File: config.mk
export PLATFORM = sky130hd
export DESIGN_NAME = jk_mod_counter
export DESIGN_NICKNAME = d
export VERILOG_FILES = /design/src/rtl/jk_mod_counter_jk_cell.sv /design/src/rtl/jk_mod_counter.sv
export SDC_FILE = /design/constraint.sdc
export NUM_CORES = 1
export LEC_CHECK = 0
export ABC_AREA = 1
export CORE_AREA = 2 2 39 41
export CTS_BUF_LIST = sky130_fd_sc_hd__clkbuf_2 sky130_fd_sc_hd__clkbuf_4 sky130_fd_sc_hd__clkbuf_8
export DETAILED_ROUTE_END_ITERATION = 6
export DIE_AREA = 0 0 41 43
export MAX_ROUTING_LAYER = met4
export PLACE_DENSITY = 0.67
export SYNTH_ARGS = -nofsm -noshare
export SYNTH_HDL_FRONTEND = slang
export SYNTH_SLANG_ARGS = --single-unit
File: constraint.sdc
create_clock -name clk -period 3.1 [get_ports clk]
set_input_delay 0.93 -clock clk [delete_from_list [all_inputs] [get_ports clk]]
set_output_delay 0.93 -clock clk [all_outputs]
set_load 0.1 [all_outputs]
File: src/rtl/jk_mod_counter_jk_cell.sv
// jk_cell: single-bit rising-edge JK flip-flop with asynchronous active-high reset.
// Ports: clk, rst (async, active-high), j, k (00 hold, 01 clear, 10 set, 11 toggle),
//        q (state), q_bar (~q).
module jk_cell (
  input  logic clk,
  input  logic rst,
  input  logic j,
  input  logic k,
  output logic q,
  output logic q_bar
);

  logic state_q;
  logic state_d;

  always_comb begin
    state_d = state_q;
    unique case ({j, k})
      2'b00:   state_d = state_q;
      2'b01:   state_d = 1'b0;
      2'b10:   state_d = 1'b1;
      default: state_d = ~state_q;
    endcase
  end

  always_ff @(posedge clk or posedge rst) begin
    if (rst) begin
      state_q <= 1'b0;
    end else begin
      state_q <= state_d;
    end
  end

  assign q     = state_q;
  assign q_bar = ~state_q;

endmodule

File: src/rtl/jk_mod_counter.sv
// jk_mod_counter: modulo-MODULUS up/down counter built from WIDTH JK cells.
// Ports: clk, rst (async, active-high), clr_bar (sync clear, active-low), ld/d (sync load),
//        en/up (count enable/direction), q/q_bar (count), tc (comb terminal count), wrap (registered pulse).
module jk_mod_counter #(
  parameter int WIDTH   = 4,
  parameter int MODULUS = 2 ** WIDTH
) (
  input  logic             clk,
  input  logic             rst,
  input  logic             clr_bar,
  input  logic             ld,
  input  logic [WIDTH-1:0] d,
  input  logic             en,
  input  logic             up,
  output logic [WIDTH-1:0] q,
  output logic [WIDTH-1:0] q_bar,
  output logic             tc,
  output logic             wrap
);

  localparam logic [WIDTH-1:0] MAXV = WIDTH'(MODULUS - 1);
  // One extra bit so the ">= MAXV" test never degenerates into a constant
  // comparison when MODULUS == 2**WIDTH.
  localparam logic [WIDTH:0]   MAXV_W = {1'b0, MAXV};

  if (MODULUS < 2 || MODULUS > 2 ** WIDTH) begin : g_bad_modulus
    $error("jk_mod_counter: MODULUS must be in 2..2**WIDTH");
  end

  logic [WIDTH-1:0] nxt_d;
  logic             wrap_d;
  logic             wrap_q;
  logic             at_top;
  logic             at_zero;

  // Loaded values above MAXV count as "at top", so an up-count wraps them to 0.
  assign at_top  = ({1'b0, q} >= MAXV_W);
  assign at_zero = (q == '0);

  always_comb begin
    nxt_d  = q;
    wrap_d = 1'b0;
    if (!clr_bar) begin
      nxt_d = '0;
    end else if (ld) begin
      nxt_d = d;
    end else if (en) begin
      if (up) begin
        if (at_top) begin
          nxt_d  = '0;
          wrap_d = 1'b1;
        end else begin
          nxt_d = q + 1'b1;
        end
      end else begin
        if (at_zero) begin
          nxt_d  = MAXV;
          wrap_d = 1'b1;
        end else begin
          nxt_d = q - 1'b1;
        end
      end
    end
  end

  // Each cell is driven in set/reset form so it simply captures nxt_d.
  for (genvar i = 0; i < WIDTH; i++) begin : g_cell
    jk_cell u_cell (
      .clk   (clk),
      .rst   (rst),
      .j     (nxt_d[i]),
      .k     (~nxt_d[i]),
      .q     (q[i]),
      .q_bar (q_bar[i])
    );
  end

  always_ff @(posedge clk or posedge rst) begin
    if (rst) begin
      wrap_q <= 1'b0;
    end else begin
      wrap_q <= wrap_d;
    end
  end

  assign wrap = wrap_q;
  assign tc   = en & (up ? at_top : at_zero);

endmodule

==> flow_summary.ini, run 1 <==
[sta]
skew_ns = 0.00207
hold_violations = 0
relSlewSlack = 0.816
period_share = 0.952
fmax_mhz = 339
layout_setup_ws_ns = 0.148
setup_tns_ns = 0
tightest_slew_ns = 0.278
rsz0062_at_grt = false
drv_slew = 0
finalCriticalPeriod_ns = 2.95
setup_violations = 0

[clock_tree]
cts.path.max_buffers = 2
cts_tree = yes
worstSkewPairLatency_ns = 0.23
htree_levels = 1
clock-sinks = 5
hold_buffers = 0
ctsResizeCount = 0
post-cts-setup-buffers = 0
cts.clk_slew.worst_paths_ns = 0.04
cts_buffers = 3
clockRootBuffer = clkbuf_4

[synth]
synth.distinct_cells = 17
ys_ff_latch = 5
yosys.area.top_type_share = 0.280
syn_inst = 66
yosysWarningCount = 0
synth_nets = 78
yosys-top-cells-area = dfrtp_1, buf_4, nand2_1, inv_1, nand3_1
yosys.area.top_type = dfrtp_1
synth_area_um2 = 447
avgSynthCellArea_um2 = 6.77
ys_seq_area_frac = 0.280

[global_route]
grt_pass1_vias = 402
overflow = 0
grt_pass1_wl_um = 1570
track_usage = 0.131
grt_max_degree = 9
antenna_found_initial = 0

[placement]
portBuffers = 19
dpl_cell_area_um2 = 592
dpl.hpwl_um = 786
gp_congestion = 0.806
pre_cts_ws_ns = 0.164

[final_layout]
final_area_um2 = 622
fin_util = 0.449
area_growth_pct = 39.2
finalNetCount = 95
drive_gt1_frac = 0.207
n_antenna_cell = 0

[detailed_routing]
vias_per_cell = 4.70
wl_met3_um = 78
wl_per_cell_um = 10.1
antenna_left = 0
wl_met2_um = 448
routed_wl_um = 993
top_layer_used = met3
first_iter_violations = 17
drtPass1Iterations = 4
wl_met1_um = 466
remaining_drc_errors = 0
vias = 461

[pwr]
power_switching_uw = 131
power_uw = 296
comb_power_share = 0.462
p_per_area_mw_per_mm2 = 477
p_seq_frac = 0.263
p_leak_uw = 0.000325
clockPowerShare = 0.275
switching_share = 0.441
peakVddDrop_uv = 394
p_int_uw = 166

[hold_path]
hold_end = g_cell[0].u_cell.q$_DFF_PP0_
worstHoldPathCells = 2
hold_class = flip-flop to flip-flop
min_from = g_cell[0].u_cell.q$_DFF_PP0_

[setup_path]
slowest_delay_ns = 0.51
cp_data_required_time_ns = 2.17
critical_path_class = primary input to output port
worstSetupEndpointType = output port
timing.rr.start = g_cell[0].u_cell.q$_DFF_PP0_
slowest_stage = clkdlybuf4s50_1
crit_chain = clkdlybuf4s50_1 -> nand3_1 -> o21ai_0 -> nand2_1 -> inv_1 -> buf_12
worstPathMaxFanout = 3
cp-start-kind = primary input
ff2ff_setup_slack_ns = 1.65
r2r_end = g_cell[2].u_cell.q$_DFF_PP0_
rr_worst_depth = 8
crit_arrival_ns = 2.02

[floorplan]
die_height_um = 43
core_mm2 = 0.00138
die_w_um = 41
initial_core_util = 0.323
pin_count = 20
std_cell_rows = 14
dieArea_mm2 = 0.00176

[flow_run]
maxCapViolations = 0

[status]
status = finished, final reports clean
## layer usage
| layer | GRT usage | vias to the layer above |
|---|---|---|
| li1 | - | 237 |
| met1 | 0.178 | 204 |
| met5 | - | - |
| met4 | 0 | 0 |
| met2 | 0.188 | 20 |
| met3 | 0.0628 | 0 |
## synthesized netlist by cell type
master,count
inv_2,1
nand4_1,1
o21ai_0,6
and2_1,1
buf_4,8
dfrtp_1,5
inv_1,10
ha_1,2
nor2_1,5
xnor2_1,1
nand3_2,1
a21oi_1,5
nand2_1,11
nand3_1,6
a31oi_1,1
o21bai_1,1
o21ai_1,1
## state kept, by name, indices dropped and copies added (netlist names)
register,flops
g_cell.u_cell.q,4
wrap,1
## per-stage QoR
stage	hold slack, ns	std cells
2_1_floorplan	0.571	66
3_3_place_gp	0.627	94
3_5_place_dp	0.624	94
4_1_cts	0.632	98
5_1_grt	0.671	98
6_report	0.625	98
## power groups by stage
stage                     Sequential (uW)  Clock [uW]  Combinational (uW)
after CTS                            78.0        85.5                 137
after floorplan                      78.1           0                 111
after global routing                 78.9        92.6                 145
after detailed placement             78.9           0                 137
after global placement               78.9           0                 136
final                                78.0        81.4                 137
## layout by cell type (no fill, tap or decap), types with 2 or more instances in the layout
cell type	n
buf_4	10
nor2_1	5
dfrtp_1	5
clkdlybuf4s50_1	9
o21ai_0	6
clkbuf_4	4
nand3_1	6
a21oi_1	5
nand2_1	11
inv_1	10
ha_1	2
## area by class of cell
| class | count | area (um2) |
|---|---|---|
| Sequential cell | 5 | 125 |
| Timing Repair Buffer | 20 | 185 |
| Clock buffer | 4 | 30.0 |
| Multi-Input combinational cell | 42 | 220 |
| Inverter | 11 | 41.3 |
| Tap cell | 16 | 20.0 |
| Fill cell | 151 | 762 |
## how the worst max path moves through the flow
stage	start	endpoint	slack [ns]
floorplan	up	tc	0.42
global placement	up	tc	0.17
detailed placement	up	tc	0.16
CTS	up	tc	0.15
global route	up	tc	0.09
finish	up	tc	0.15
## logic make-up after synthesis
group           after synthesis  share of synthesized area
compound gates               14                      0.165
fa+ha+maj                     2                     0.0560
flops                         5                      0.280
buf+inv                      19                      0.227
simple gates                 25                      0.252
xor+xnor                      1                     0.0196
## critical path, delay by kind of cell
family | cells | cell delay (ns)
AO/OA/AOI/OAI | 1 | 0.09
buffers and inverters | 3 | 0.80
AND/OR/NAND/NOR | 2 | 0.20
Note: power is estimated with default switching activity, not from simulation.
==> inputs of run 2 (changes only) <==
Settings changed: SLEW_MARGIN set to 20.
==> results of run 2 <==
No change in the layout: final DEF, timing and power equal those of run 1.
